File: src/rtl/ff_bypass_bank.sv
// ff_bypass_bank
//
// Lane-configurable register bank. Each of WIDTH lanes either passes data
// straight through or delays it by 1..DEPTH clocked stages. The stages have a
// synchronous global reset, a per-lane local reset and a per-lane clock enable,
// and can be stitched into one scan chain. Per-lane latency lives in
// configuration bits written through the bl/wl port.
//
// Optional feature macro: FF_BYPASS_BANK_SCAN_EN
//   defined   : scan_en shifts the chain, scan_mode forces Q to the last stage
//               of each lane and blocks configuration writes, SO is the chain end.
//   undefined : scan_en, scan_mode and SI are ignored and SO is tied to 0.
//
// Ports
//   ff_bypass_bank_C  : fabric clock, rising edge
//   global_resetn     : synchronous active-low clear of all data stages
//   scan_en           : 1 = shift the scan chain by one position
//   scan_mode         : 1 = test mode (Q from last stages, config writes blocked)
//   ff_bypass_bank_D  : lane data in [WIDTH]
//   ff_bypass_bank_SI : scan chain in
//   ff_bypass_bank_R  : per-lane synchronous local reset, active-high [WIDTH]
//   ff_bypass_bank_E  : per-lane clock enable, active-high [WIDTH]
//   bl                : configuration bit-line data [WIDTH*SELW]
//   wl                : configuration word-line strobes [WIDTH*SELW]
//   ff_bypass_bank_SO : scan chain out (registered)
//   ff_bypass_bank_Q  : lane data out [WIDTH]
module ff_bypass_bank #(
  parameter  int WIDTH = 4,
  parameter  int DEPTH = 2,
  localparam int SELW  = $clog2(DEPTH + 1)
) (
  input  logic                    ff_bypass_bank_C,
  input  logic                    global_resetn,
  input  logic                    scan_en,
  input  logic                    scan_mode,
  input  logic [WIDTH-1:0]        ff_bypass_bank_D,
  input  logic                    ff_bypass_bank_SI,
  input  logic [WIDTH-1:0]        ff_bypass_bank_R,
  input  logic [WIDTH-1:0]        ff_bypass_bank_E,
  input  logic [WIDTH*SELW-1:0]   bl,
  input  logic [WIDTH*SELW-1:0]   wl,
  output logic                    ff_bypass_bank_SO,
  output logic [WIDTH-1:0]        ff_bypass_bank_Q
);

  // Stage s[i][j] lives at flat index i*DEPTH + j, which is also its scan
  // chain position counted from SI.
  localparam int NST = WIDTH * DEPTH;

  logic [NST-1:0]        s_q, s_d;
  logic [WIDTH*SELW-1:0] cfg_q, cfg_d;
  logic [WIDTH*SELW-1:0] cfg_wr;
  logic                  scan_shift;
  logic                  scan_test;

  // Configured latency values above DEPTH behave as DEPTH.
  function automatic logic [SELW-1:0] sat_lat(input logic [SELW-1:0] c);
    if (c > SELW'(DEPTH)) return SELW'(DEPTH);
    return c;
  endfunction

`ifdef FF_BYPASS_BANK_SCAN_EN
  assign scan_shift        = scan_en;
  assign scan_test         = scan_mode;
  assign ff_bypass_bank_SO = s_q[NST-1];
`else
  assign scan_shift        = 1'b0;
  assign scan_test         = 1'b0;
  assign ff_bypass_bank_SO = 1'b0;
  logic unused_scan;
  assign unused_scan = &{1'b0, scan_en, scan_mode};
`endif

  // Configuration bits: per-bit write strobe, dropped in test mode, untouched
  // by any reset.
  assign cfg_wr = scan_test ? '0 : wl;
  assign cfg_d  = (cfg_q & ~cfg_wr) | (bl & cfg_wr);

  always_ff @(posedge ff_bypass_bank_C) begin
    cfg_q <= cfg_d;
  end

  // Stage next-state: scan shift overrides local reset and enable. All DEPTH
  // stages of an enabled lane shift regardless of its latency, so a latency
  // change on the fly exposes data already in flight.
  always_comb begin
    s_d = s_q;
    if (scan_shift) begin
      s_d[0] = ff_bypass_bank_SI;
      for (int k = 1; k < NST; k++) s_d[k] = s_q[k-1];
    end else begin
      for (int i = 0; i < WIDTH; i++) begin
        if (ff_bypass_bank_R[i]) begin
          s_d[i*DEPTH +: DEPTH] = '0;
        end else if (ff_bypass_bank_E[i]) begin
          s_d[i*DEPTH] = ff_bypass_bank_D[i];
          for (int j = 1; j < DEPTH; j++) s_d[i*DEPTH + j] = s_q[i*DEPTH + j - 1];
        end
      end
    end
  end

  always_ff @(posedge ff_bypass_bank_C) begin
    if (!global_resetn) s_q <= '0;
    else                s_q <= s_d;
  end

  // Output select per lane: latency 0 is a combinational bypass, latency L
  // taps stage L-1, test mode always taps the last stage.
  for (genvar i = 0; i < WIDTH; i++) begin : g_lane
    logic [SELW-1:0] lat;
    logic            lane_q;

    assign lat = sat_lat(cfg_q[i*SELW +: SELW]);

    always_comb begin
      lane_q = ff_bypass_bank_D[i];
      if (scan_test) begin
        lane_q = s_q[i*DEPTH + DEPTH - 1];
      end else begin
        for (int j = 0; j < DEPTH; j++) begin
          if (int'(lat) == j + 1) lane_q = s_q[i*DEPTH + j];
        end
      end
    end

    assign ff_bypass_bank_Q[i] = lane_q;
  end

endmodule

File: config.mk
export PLATFORM = sky130hd
export DESIGN_NAME = ff_bypass_bank
export DESIGN_NICKNAME = d
export VERILOG_FILES = /design/src/rtl/ff_bypass_bank.sv
export SDC_FILE = /design/constraint.sdc
export NUM_CORES = 1
export LEC_CHECK = 0
export ABC_AREA = 0
export BUFFER_PORTS_ARGS = -buffer_cell sky130_fd_sc_hd__buf_2
export CORE_ASPECT_RATIO = 0.9
export CORE_MARGIN = 4
export CORE_UTILIZATION = 37
export CTS_CLUSTER_DIAMETER = 150
export DETAILED_ROUTE_END_ITERATION = 8
export PLACE_DENSITY_LB_ADDON = 0.1
export SLEW_MARGIN = 15
export SYNTH_ARGS = -nofsm -noshare
export SYNTH_HDL_FRONTEND = slang
export SYNTH_SLANG_ARGS = --single-unit
File: constraint.sdc
create_clock -name ff_bypass_bank_C -period 0.9 [get_ports ff_bypass_bank_C]
set_clock_uncertainty 0.2 [all_clocks]
set_input_delay 0.09 -clock ff_bypass_bank_C [delete_from_list [all_inputs] [get_ports ff_bypass_bank_C]]
set_output_delay 0.09 -clock ff_bypass_bank_C [all_outputs]
set_load 0.03 [all_outputs]
== Word level (Yosys, flattened, before mapping) ==
Index checks and enable logic that the tools add are counted.
W data, S select, Z words.

* Register bits: 16
* Input port bits: 33
* Word-level logic and storage cells: 46

* $lt $le $gt $ge: 4
* Equality and inequality tests: 8
* Multiplexer cells: 20
* Bitwise operators: 5
* Reductions and logical operators: 4

{| class="wikitable"
|+ Operators by type and width
! cell !! count
|-
| $and A8 B8 Y8 || 2
|-
| $eq A2 B2 Y1 const B || 8
|-
| $mux W2 || 8
|-
| $mux W1 || 12
|-
| $gt A2 B2 Y1 const B || 4
|-
| $not A8 Y8 || 1
|-
| $or A8 B8 Y8 || 1
|-
| $reduce_or A2 Y1 || 4
|-
| $not A1 Y1 || 1
|}

== Logic depth before layout (Yosys ltp) ==
* Word-level depth: 6
* Mapped depth: 3

== Worst setup path after synthesis ==
No wires, ideal clock.

* Kind: reg-to-output
* Start point: register with a tool-made name
* End point: output ff_bypass_bank_Q[0]
* Arrival: 0.748 ns
* Setup slack: -0.138 ns
* Cell stages (with the launch flop): 4
* Buffers on the path: 1
* Path through: edfxtp_1 mux2i_1 o21ai_1 buf_4

{| class="wikitable"
|+ RTL lines
! item !! line !! RTL
|-
| end, declared || 43 || <nowiki>output logic [WIDTH-1:0] ff_bypass_bank_Q</nowiki>
|}

==> results.md <==
- The largest net degree at the start of global routing is 9.
- The post-CTS setup repair buffer count is 0.
- Setup repair after global routing could not meet its margin everywhere.
- At the worst endpoint, the arrival time is 1090 ps.
- For this block, the initial DRC count from the detailed router was 0.
- The count of buffers added on input and output ports is 33.
- After synthesis the netlist holds a flip-flop and latch count of 16.
- The count of non-filler cells in the finished layout is 123.
- For this run, the total global-route usage over all layers was measured as 0.1059.
- The clock tree from TritonCTS is yes.
- Summed over all layers, the routed wires come to 1207 um.
- Timing would allow up to 726.5 MHz.
- After detailed placement, the total cell area comes to 832.0 um^2.
- By area the synthesized netlist is led by sky130_fd_sc_hd__edfxtp_1 37%, sky130_fd_sc_hd__dfxtp_1 25%, sky130_fd_sc_hd__mux2i_1 18%.
- Summing all flip-flop and latch instances after layout gives 404.1 um^2.
- Averaged over all synthesized cells, the footprint is 12.07 um^2.
- The number of warnings reported in the yosys synthesis log is 0.
- The number of top-level pins is 38.
- The first-pass detailed-route iteration total is 1.
- Across all hold checks on the routed design, the worst slack comes to -194.0 ps.
- The minimum clock period is 1377 ps.
- STA classifies the critical path endpoint as an output pin.
- The startpoint class of the critical path is a flip-flop.
- The netlist uses 9 different library cells.
- Counting every net in the synthesized netlist gives 87.
- Power spread over the standard cell area amounts to 1397 mW/mm^2.
- Before CTS, the worst setup slack after placement is -213.8 ps.
- The launch instance of the worst register-to-register path is s_q[6]$_SDFFE_PP0P_.
- From synthesis to final layout, the design area changed by 52.98%.
- The path class of the tightest hold or removal check is input pin to flip-flop.
- The site row count is 14.
- After global routing the overflow that remains totals 0.
- The longest clock path from root to sink contains 2 buffers.
- The flow ran to the end, but the final reports show violations.
- The clock reaches the later pin of the worst-skew pair after 270 ps.
- The number of antenna-violating nets in the routed design is 0.
- At the worst endpoint, the required time is 610 ps.
- Once routing completed, OpenROAD measured the worst setup slack at -476.5 ps.
- The final antenna diode count is 0.
- The startpoint identified for the worst hold timing path is wl[6].
- The number of cells produced by synthesis is 54.
- The library cells used most frequently in the layout, excluding fill and tap cells, are 29 x sky130_fd_sc_hd__buf_2, 12 x sky130_fd_sc_hd__mux2i_1, 8 x sky130_fd_sc_hd__nor2_1, 8 x sky130_fd_sc_hd__edfxtp_1, 8 x sky130_fd_sc_hd__dlygate4sd3_1.
- The number of global-route vias before repair is 491.
- The final-report hold violation count came to 16.
- The checks that failed: negative hold slack, negative setup slack.
- The worst-case IR drop observed on VDD is 0.001081 V.
- The category of the critical setup timing path is flip-flop to output pin.
- The multi-input combinational cells in the finished layout cover a total of 214.0 um^2.
- The sequential element share of the synthesized area is 0.6142.
- Counting tap cells, the placed design contains a total of roughly 110 instances.
- The final layout net count is 134.
- Buffers inserted during clock tree synthesis total 3.
- The number of DRC violations after detailed routing is 0.
- The die covers 0.002498 mm^2.
- Dividing the detail-routed wire length by the instance count gives 9.813 um.
- The number of max-slew violations in the final report came to 0.
- The final instance area is 997.2 um^2.
- The root buffer selected by CTS is sky130_fd_sc_hd__clkbuf_4.
- Along the worst path, the maximum fanout reaches 1.
- Using the TritonRoute via totals, the vias-per-cell ratio works out to about 4.2.
- The placer congestion estimate is between 0.6 and 0.7.
- The initial antenna violation count is 0.
- The number of inserted filler cells in the final layout is 143.
- The share of synthesized area in the top cell type comes to 0.3685.
- The mapped cell area is approximately 650 um^2.
- The tree built by TritonCTS fans out to 16 sinks.
- The proportion of layout cells with a drive suffix above 1 is 0.4242.
- The CTS clock-pin slew for the worst setup and hold paths is 90 ps.
- The core region is 0.001664 mm^2.
- The die span in x is 52.25 um.
- Max-cap violations in this run came to 0.
- For this design the static power due to leakage is 0.0004816 uW.
- The number of setup violations in the final report is 14.
- Of the available clock period, the critical path in the final layout requires 1.529.
- The synthesized design spends more area on one cell type than any other, namely sky130_fd_sc_hd__edfxtp_1.
- The first-pass GRT wire length is 1876 um.
- The maximum level of the CTS H-tree is 1.
- The detailed-route via count is roughly 500.
- Leaving out fill and tap cells, the most frequent cell in the layout is sky130_fd_sc_hd__buf_2.
- The initial utilization of the core area, before any placement, comes to 0.3917.
- The die span in y is 47.82 um.
[cells in the mapped netlist]
| cell type | instances |
|---|---|
| sky130_fd_sc_hd__buf_4 | 5 |
| sky130_fd_sc_hd__conb_1 | 1 |
| sky130_fd_sc_hd__dfxtp_1 | 8 |
| sky130_fd_sc_hd__edfxtp_1 | 8 |
| sky130_fd_sc_hd__mux2i_1 | 12 |
| sky130_fd_sc_hd__nand2_1 | 4 |
| sky130_fd_sc_hd__nand2b_1 | 4 |
| sky130_fd_sc_hd__nor2_1 | 8 |
| sky130_fd_sc_hd__o21ai_1 | 4 |
[power by group]
group	internal (uW)	switching, uW	leakage [uW]
clock network	155	199	0.0000138
logic	131	86.2	0.000323
registers	805	16.6	0.000144
total	1090	302	0.000482
[metrics by stage]
step           power, uW    util  TNS [ps]
6_report            1393  0.5992     -1945
5_1_grt             1476  0.5992     -2552
4_1_cts             1401  0.5707     -2070
3_5_place_dp        1008  0.5000    -872.8
3_3_place_gp        1004  0.5000    -780.0
2_1_floorplan      931.7       -    -553.3
[cell type report]
type	count	share of cell area
Clock buffer	3	0.02258
Multi-Input combinational cell	33	0.2146
Sequential cell	16	0.4053
Tap cell	24	0.03011
Timing Repair Buffer	47	0.3275
[timing repair]
action | 4_1_cts | 5_1_grt
hold buffers | 7 | 4
pin swaps | 3 | 2
endpoints found under the setup margin | 10 | 13
hold endpoints to repair | 24 | 20
gates cloned | 0 | 0
resized for setup | 10 | 3
[cell families (layout without fill, tap and decap cells)]
kind of cell | count (synthesis) | count (layout) | share of synthesized area
simple gates | 16 | 16 | 0.1075
mux | 12 | 12 | 0.1843
buf+inv | 5 | 50 | 0.05759
flops | 16 | 16 | 0.6142
compound gates | 4 | 4 | 0.03071
other cells | 1 | 1 | 0.005753
[worst paths after layout]
check                        endpoint  slack [ps]  cells after the start
setup / recovery  ff_bypass_bank_Q[1]        -480                      3
hold / removal              flip-flop        -190                      1
setup reg to reg  s_q[6]$_SDFFE_PP0P_         -10                      3
hold reg to reg   s_q[5]$_SDFFE_PP0P_         300                      2
[routing by layer]
layer | part of all wire | routed length, um | GRT usage | vias to the layer above
li1 | - | - | - | 272
met1 | 0.39 | 466 | 0.1060 | 223
met2 | 0.54 | 650 | 0.2080 | 17
met3 | 0.065 | 78 | 0.02181 | 2
met4 | 0.0099 | 12 | 0.06122 | 0
met5 | 0 | 0 | 0 | -
[critical path: stages, from the launching register on]
cell,delay [ps]
sky130_fd_sc_hd__edfxtp_1,390
sky130_fd_sc_hd__mux2i_1,130
sky130_fd_sc_hd__o21ai_1,120
sky130_fd_sc_hd__buf_4,180
No activity file was read; power rests on OpenSTA's default activity.
